**src/rtl/tempo_divider.sv**
```systemverilog
// rtl/tempo_divider.sv - debounced up/down tempo level selector with beat strobe generator
//
// Ports:
//   clk           system clock, all logic on the rising edge
//   reset         synchronous active-high reset
//   key_up        raw pushbutton, active-high, requests a faster tempo
//   key_down      raw pushbutton, active-high, requests a slower tempo
//   enable        beat counter runs while high, holds while low
//   sel_valid     (TEMPO_SEL_EN only) load sel_level as the new level
//   sel_level     (TEMPO_SEL_EN only) requested level, clamped to LEVELS-1
//   level         current tempo level
//   period        current beat period in cycles (BASE_PERIOD >> level)
//   beat          one-cycle strobe, once per period
//   level_changed one-cycle strobe, coincident with a level update
//
// Optional feature macro: TEMPO_SEL_EN (direct level select port).

module tempo_divider #(
    parameter int CNT_W           = 28,
    parameter int LEVELS          = 4,
    parameter int LEVEL_W         = 2,
    parameter int BASE_PERIOD     = 40000000,
    parameter int DEBOUNCE_CYCLES = 250000,
    parameter int DB_W            = 18,
    parameter int WRAP            = 1,
    parameter int RESET_LEVEL     = 0
) (
    input  logic               clk,
    input  logic               reset,
    input  logic               key_up,
    input  logic               key_down,
    input  logic               enable,
`ifdef TEMPO_SEL_EN
    input  logic               sel_valid,
    input  logic [LEVEL_W-1:0] sel_level,
`endif
    output logic [LEVEL_W-1:0] level,
    output logic [CNT_W-1:0]   period,
    output logic               beat,
    output logic               level_changed
);

    localparam logic [CNT_W-1:0]   BASE_P    = CNT_W'(BASE_PERIOD);
    localparam logic [LEVEL_W-1:0] LVL_MAX   = LEVEL_W'(LEVELS - 1);
    localparam logic [LEVEL_W-1:0] LVL_RESET = LEVEL_W'(RESET_LEVEL);
    localparam logic [DB_W-1:0]    DB_LAST   = DB_W'(DEBOUNCE_CYCLES - 1);

    // Bit 0 carries the up key, bit 1 the down key.
    logic [1:0]         key_raw;
    logic [1:0]         s1_q;
    logic [1:0]         s2_q;
    logic [1:0]         db_q;
    logic [1:0]         db_prev_q;
    logic [1:0]         press;
    logic [DB_W-1:0]    db_cnt_q [2];

    logic [LEVEL_W-1:0] level_q;
    logic [LEVEL_W-1:0] level_d;
    logic [LEVEL_W-1:0] step_lvl;
    logic               level_changed_q;
    logic               level_changed_d;
    logic               restart;
    logic [CNT_W-1:0]   cnt_q;
    logic [CNT_W-1:0]   cnt_d;
    logic               beat_q;
    logic               beat_d;
`ifdef TEMPO_SEL_EN
    logic [LEVEL_W-1:0] sel_clamped;
`endif

    assign key_raw = {key_down, key_up};

    // Synchroniser and debouncer. The counter only runs while the synchronised
    // input disagrees with the accepted state, so any glitch shorter than
    // DEBOUNCE_CYCLES clears it before it can commit.
    always_ff @(posedge clk) begin
        if (reset) begin
            s1_q      <= '0;
            s2_q      <= '0;
            db_q      <= '0;
            db_prev_q <= '0;
            for (int k = 0; k < 2; k++) begin
                db_cnt_q[k] <= '0;
            end
        end else begin
            s1_q      <= key_raw;
            s2_q      <= s1_q;
            db_prev_q <= db_q;
            for (int k = 0; k < 2; k++) begin
                if (s2_q[k] == db_q[k]) begin
                    db_cnt_q[k] <= '0;
                end else if (db_cnt_q[k] == DB_LAST) begin
                    db_q[k]     <= s2_q[k];
                    db_cnt_q[k] <= '0;
                end else begin
                    db_cnt_q[k] <= db_cnt_q[k] + DB_W'(1);
                end
            end
        end
    end

    // Rising edge of the debounced state: a held key yields a single step.
    assign press  = db_q & ~db_prev_q;
    assign period = BASE_P >> level_q;

    always_comb begin
        step_lvl        = level_q;
        level_d         = level_q;
        level_changed_d = 1'b0;
        restart         = 1'b0;
        cnt_d           = cnt_q;
        beat_d          = 1'b0;

        // Simultaneous up and down presses (2'b11) fall to default and cancel.
        case (press)
            2'b01: begin
                if (level_q == LVL_MAX) begin
                    step_lvl = (WRAP != 0) ? '0 : level_q;
                end else begin
                    step_lvl = level_q + LEVEL_W'(1);
                end
            end
            2'b10: begin
                if (level_q == '0) begin
                    step_lvl = (WRAP != 0) ? LVL_MAX : level_q;
                end else begin
                    step_lvl = level_q - LEVEL_W'(1);
                end
            end
            default: step_lvl = level_q;
        endcase
        level_d = step_lvl;

`ifdef TEMPO_SEL_EN
        sel_clamped = sel_level;
        if (int'(sel_level) > LEVELS - 1) begin
            sel_clamped = LVL_MAX;
        end
        // A direct select overrides any key step and always restarts the
        // beat count, even when it reloads the current level.
        if (sel_valid) begin
            level_d = sel_clamped;
            restart = 1'b1;
        end
`endif

        // Saturated presses leave the level alone and therefore do not pulse.
        level_changed_d = (level_d != level_q);
        if (level_changed_d) begin
            restart = 1'b1;
        end

        // Restart wins over the terminal count so the first beat after a
        // change lands exactly one new period later.
        if (restart) begin
            cnt_d = '0;
        end else if (enable) begin
            if (cnt_q == period - CNT_W'(1)) begin
                cnt_d  = '0;
                beat_d = 1'b1;
            end else begin
                cnt_d = cnt_q + CNT_W'(1);
            end
        end
    end

    always_ff @(posedge clk) begin
        if (reset) begin
            level_q         <= LVL_RESET;
            level_changed_q <= 1'b0;
            cnt_q           <= '0;
            beat_q          <= 1'b0;
        end else begin
            level_q         <= level_d;
            level_changed_q <= level_changed_d;
            cnt_q           <= cnt_d;
            beat_q          <= beat_d;
        end
    end

    assign level         = level_q;
    assign level_changed = level_changed_q;
    assign beat          = beat_q;

endmodule

```
**config.mk**
```make
export PLATFORM = sky130hd
export DESIGN_NAME = tempo_divider
export DESIGN_NICKNAME = d
export VERILOG_FILES = /design/src/rtl/tempo_divider.sv
export SDC_FILE = /design/constraint.sdc
export NUM_CORES = 1
export LEC_CHECK = 0
export BUFFER_PORTS_ARGS = -buffer_cell sky130_fd_sc_hd__buf_4
export CAP_MARGIN = 20
export CORE_UTILIZATION = 59
export CTS_CLUSTER_SIZE = 30
export DETAILED_ROUTE_END_ITERATION = 10
export GPL_ROUTABILITY_DRIVEN = 0
export PLACE_DENSITY = 0.79
export SYNTH_ARGS = -nofsm -noshare
export SYNTH_HDL_FRONTEND = slang
export SYNTH_SLANG_ARGS = --single-unit
```
**constraint.sdc**
```tcl
create_clock -name clk -period 3.17 [get_ports clk]
set_input_delay 0.7925 -clock clk [delete_from_list [all_inputs] [get_ports clk]]
set_output_delay 0.7925 -clock clk [all_outputs]
set_load 0.01 [all_outputs]
```
==> results.json, run 1 <==
{
  "synth_top_cells_by_area": "edfxtp_1 26%, dfxtp_1 19%, xnor2_1 8.3%, nor2_1 7.0%, xor2_1 6.0%",
  "cts.sinks": 76,
  "antenna_found_initial": 0,
  "finalCriticalPeriod_ns": 2.906,
  "area_growth_pct": 11.68,
  "startpoint_type": "flop",
  "via_per_inst": 5.265,
  "crit_fanout": 25,
  "root_buffer": "clkbuf_8",
  "design.core.area_um2": 6832,
  "ys_ff_latch": 76,
  "ys_seq_area_frac": 0.4470,
  "pwr_density_cell_nw_per_um2": 402.9,
  "drtPass1Iterations": 4,
  "ys_types": 47,
  "vdd_ir_drop_max_uv": 290.1,
  "crit_type": "flop to flop",
  "leakagePower_nw": 1.751,
  "io_buffers": 28,
  "drt_iter0_drc": 151,
  "syn_avg_cell_area_um2": 9.440,
  "synth_flop_cell": "dfxtp_1",
  "rows": 30,
  "synthTopCellsByCount": "79 x nor2_1, 40 x dfxtp_1, 40 x xnor2_1",
  "yosys.area.top_type_share": 0.2568,
  "setup_viol": 0,
  "fin_crit_sh": 0.9168,
  "cts_tree": "yes",
  "drv_cap": 0,
  "dp_hpwl_um": 6265,
  "cp-startpoint": "level[1]",
  "cts_resized": 0,
  "seq_area_um2": 1882,
  "drv_slew": 0,
  "wl_per_cell_um": 14.25,
  "die_width_um": 86.48,
  "synth_edf_count": 36,
  "tightest_slew_ns": 0.7074,
  "drcViolationCount": 0,
  "netlist_instances": 446,
  "floorplan.initialDensity": 0.6163,
  "nNetsFinal": 518,
  "grt_usage": 0.2437,
  "hold_class": "flop to flop",
  "gr-total-overflow": 0,
  "crit_arrival_ns": 3.13,
  "htree_num_levels": 3,
  "grt_pass1_wl_um": 13880,
  "ant_nets": 0,
  "grt_pass1_vias": 3100,
  "hold_viol": 0,
  "cts_buffer_depth": 2,
  "die_y_um": 86.48,
  "cp-end-kind": "flop",
  "fillers": 542,
  "rsz0062_at_grt": "false",
  "clock.fmax_ghz": 0.3441,
  "max-slew-margin-rel": 0.5248,
  "hold_buffers": 0,
  "wirelength_um": 8550,
  "async_flop_share": 0,
  "cts_setup_buffers": 0,
  "total_power_w": 0.001894,
  "yosys_warnings": 0,
  "fin_skew_ns": 0.01383,
  "layout-drive-gt1-share": 0.09325,
  "syn-cell-area_um2": 4210,
  "path_clk_slew_ns": 0.07,
  "timing.setup.tns_ns": 0,
  "io_pins": 37,
  "cts_buffers": 9,
  "num_antenna_cells": 0,
  "fin_hold_ws_ns": 0.4356,
  "hold_start": "s1_q[0]",
  "outcome": "complete, no violations",
  "dr_total_vias": 3159,
  "multi_input_area_um2": 2212,
  "die_area_um2": 7478,
  "insertion_delay_ns": 0.36,
  "r2r_start": "level[1]",
  "synth_most_common_cell": "nor2_1",
  "grt_max_degree": 26,
  "synth_top_area_cell": "edfxtp_1",
  "critPathRequiredTime_ns": 3.39
}
[layout make-up]
| cell class | instances | share of cell area |
|---|---|---|
| flip-flops and latches | 76 | 0.4002 |
| clock buffers | 12 | 0.03300 |
| multi-input cells | 365 | 0.4705 |
| clock inverters | 4 | 0.01011 |
| inverters | 18 | 0.01437 |
| repair buffers | 29 | 0.04630 |
| well taps | 96 | 0.02555 |
[where the power goes]
| group | leakage [nW] | total (W) | switching, W | internal [W] |
|---|---|---|---|---|
| logic | 0.953 | 0.0000661 | 0.0000414 | 0.0000247 |
| clock network | 0.102 | 0.000753 | 0.000349 | 0.000404 |
| registers | 0.695 | 0.00107 | 0.0000243 | 0.00105 |
[critical path, cell delays in order, from the launching register on]
cell	delay, ns
dfxtp_1	0.56
inv_1	0.21
ha_1	0.55
mux2i_1	0.33
xnor2_1	0.11
o211ai_1	0.45
a21o_2	0.45
nor2_1	0.11
[per-layer routing]
layer	vias to the layer above	track usage	part of all wire	wire length (um)
li1	1578	-	-	-
met1	1487	0.2778	0.42	3582
met2	78	0.4214	0.50	4285
met3	16	0.04952	0.053	454
met4	0	0.1485	0.027	227
met5	-	0	0	0
[stage by stage]
stage	std cells	worst slack [ns]	utilization	cell area, um^2
6_report	600	0.2636	0.6883	4702
5_1_grt	600	0.02949	0.6883	4702
3_3_place_gp	584	0.4581	0.6586	4499
3_5_place_dp	584	0.3350	0.6586	4499
4_1_cts	600	0.3070	0.6883	4702
2_1_floorplan	488	0.5989	-	4368
[cell usage in the layout, fill, tap and decap left out, types with 2 or more instances in the layout]
| cell | instances |
|---|---|
| and3_1 | 13 |
| o211ai_1 | 2 |
| nor4bb_1 | 2 |
| nor3_1 | 14 |
| clkinv_2 | 2 |
| nor3b_1 | 2 |
| nor2_1 | 79 |
| o2111ai_1 | 3 |
| a211oi_1 | 2 |
| conb_1 | 44 |
| mux2i_1 | 3 |
| nand4b_1 | 2 |
| xnor2_1 | 40 |
| and2_1 | 7 |
| o21ai_0 | 3 |
| nand2b_1 | 2 |
| edfxtp_1 | 36 |
| or3_1 | 7 |
| o21bai_1 | 2 |
| clkbuf_8 | 11 |
| a21oi_1 | 2 |
| buf_4 | 29 |
| nor4b_1 | 4 |
| nand3_1 | 20 |
| dfxtp_1 | 40 |
| nor2b_1 | 8 |
| xor2_1 | 29 |
| nand2_1 | 24 |
| inv_1 | 18 |
| and4_1 | 4 |
| nor4_1 | 5 |
| ha_1 | 14 |
| nand4_1 | 16 |
[state kept, by name, indices dropped and copies added (netlist names)]
name,flops
beat,1
db_prev_q,2
level,2
level_changed,1
db_cnt_q,36
s1_q,2
cnt_q,28
s2_q,2
db_q,2
[path summary, 6_finish.rpt]
kind	end	slack, ns	cells after the start
worst max-delay path	cnt_q[11]	0.26	7
worst min-delay path	s2_q[0]	0.44	1
worst min register to register	s2_q[0]	0.44	1
worst max register to register	cnt_q[11]	0.26	7
[logic make-up after synthesis]
group / Yosys count / synth area share
buf+inv: 47 / 0.06508
simple gates: 213 / 0.2553
xor+xnor: 69 / 0.1435
flops: 76 / 0.4470
compound gates: 22 / 0.03863
mux: 3 / 0.007133
other cells: 2 / 0.001784
fa+ha+maj: 14 / 0.04161
No activity file was read; power rests on OpenSTA's default activity.
==> run 2, diff against run 1 <==
- PLACE_DENSITY: 0.79 -> not set
- PLACE_DENSITY_LB_ADDON: not set -> 0.2
==> results.json, run 2 (same netlist as run 1, synthesis figures left out) <==
{
  "die_width_um": 86.48,
  "startpoint_type": "flop",
  "hold_buffers": 0,
  "cts_buffers": 9,
  "rsz0062_at_grt": "false",
  "reg2reg_depth": 7,
  "hold_viol": 0,
  "drv_cap": 0,
  "largest-register": "db_cnt_q",
  "critPathRequiredTime_ns": 3.38,
  "slowest_delay_ns": 0.55,
  "wl_per_cell_um": 13.59,
  "design.core.area_um2": 6832,
  "gr-total-overflow": 0,
  "dr_total_vias": 3131,
  "grt_max_degree": 26,
  "grt_usage": 0.2401,
  "via_per_inst": 5.218,
  "insertion_delay_ns": 0.35,
  "die_area_um2": 7478,
  "io_pins": 37,
  "max-slew-margin-rel": 0.4767,
  "crit_arrival_ns": 3.04,
  "ant_nets": 0,
  "path_cells": "inv_1 -> ha_1 -> nor4bb_1 -> a21oi_1 -> nor4_1 -> a21o_2 -> nor2_1",
  "hold_start": "s1_q[1]",
  "cts_resized": 0,
  "cp-end-kind": "flop",
  "r2r_start": "level[1]",
  "grt_pass1_vias": 2974,
  "crit_fanout": 25,
  "cts.sinks": 76,
  "hold-path-cell-count": 1,
  "hold_class": "flop to flop",
  "antenna_found_initial": 0,
  "cpMaxStageDelayCell": "dfxtp_1",
  "cts_tree": "yes",
  "drv_slew": 0,
  "setup_viol": 0,
  "rows": 30,
  "cts_buffer_depth": 2,
  "layout-drive-gt1-share": 0.08929,
  "wirelength_um": 8152,
  "top_regs": "db_cnt_q (36), cnt_q (28)",
  "drcViolationCount": 0,
  "floorplan.initialDensity": 0.6163,
  "post-place-cells": 584,
  "io_buffers": 28,
  "outcome": "complete, no violations",
  "fin_crit_sh": 0.8918,
  "leakagePower_nw": 1.739,
  "grt_pass1_wl_um": 13970,
  "final_cell_mix": "79 x nor2_1, 44 x conb_1, 40 x xnor2_1, 40 x dfxtp_1, 36 x edfxtp_1",
  "cp-startpoint": "level[1]",
  "finalCriticalPeriod_ns": 2.827,
  "dp_hpwl_um": 5934,
  "final_cells": 600,
  "fillers": 582,
  "area_growth_pct": 11.20,
  "pwr_density_cell_nw_per_um2": 393.0,
  "path_clk_slew_ns": 0.07,
  "largest_reg_flops": 36,
  "clock.fmax_ghz": 0.3537,
  "fin_skew_ns": 0.01009,
  "nNetsFinal": 518,
  "root_buffer": "clkbuf_8",
  "layout_commonest_cell": "nor2_1",
  "cts_setup_buffers": 0,
  "timing.setup.tns_ns": 0,
  "tightest_slew_ns": 0.7789,
  "drt_iter0_drc": 144,
  "num_antenna_cells": 0,
  "drtPass1Iterations": 4,
  "crit_type": "flop to flop",
  "htree_num_levels": 3,
  "die_y_um": 86.48,
  "vdd_ir_drop_max_uv": 253.2
}
[run 2: where the power goes]
group / switching, W / total (W) / internal [W]
clock network: 0.000344 / 0.000700 / 0.000356
logic: 0.0000407 / 0.0000655 / 0.0000248
registers: 0.0000240 / 0.00107 / 0.00105
total: 0.000409 / 0.00184 / 0.00143
[run 2: critical path: cells and delay by family, from the launching register on]
| kind | cells | cell delay, ns |
|---|---|---|
| AO/OA/AOI/OAI | 2 | 0.62 |
| adder cells (fa/ha/maj) | 1 | 0.54 |
| buffers and inverters | 1 | 0.21 |
| flip-flops | 1 | 0.55 |
| AND/OR/NAND/NOR | 3 | 0.77 |
[run 2: metrics by stage]
| stage | setup WS, ns | power, W | hold WS, ns | area (um^2) | util |
|---|---|---|---|---|---|
| 2_1_floorplan | 0.5989 | 0.001153 | 0.4138 | 4368 | - |
| 3_3_place_gp | 0.4452 | 0.001158 | 0.4228 | 4499 | 0.6586 |
| 3_5_place_dp | 0.3408 | 0.001160 | 0.4321 | 4499 | 0.6586 |
| 4_1_cts | 0.3461 | 0.001852 | 0.4564 | 4682 | 0.6853 |
| 5_1_grt | 0.05589 | 0.001913 | 0.4712 | 4682 | 0.6853 |
| 6_report | 0.3431 | 0.001840 | 0.4525 | 4682 | 0.6853 |
[run 2: area by class of cell]
cell class / instances / area [um^2] / area share
flip-flops and latches: 76 / 1882 / 0.4019
repair buffers: 29 / 217.7 / 0.04650
clock inverters: 6 / 55.05 / 0.01176
clock buffers: 10 / 127.6 / 0.02726
multi-input cells: 365 / 2212 / 0.4725
inverters: 18 / 67.56 / 0.01443
well taps: 96 / 120.1 / 0.02565
[run 2: routing by layer]
layer	wire (um)	vias to the layer above	global-route usage
li1	-	1584	-
met1	3680	1465	0.3093
met2	3976	71	0.3975
met3	369	11	0.04571
met4	125	0	0.09394
met5	0	-	0.02797
[run 2: path summary, 6_finish.rpt]
kind	end	slack (ns)
max	cnt_q[17]	0.34
min	s2_q[1]	0.45
max reg2reg	cnt_q[17]	0.34
min reg2reg	s2_q[1]	0.45
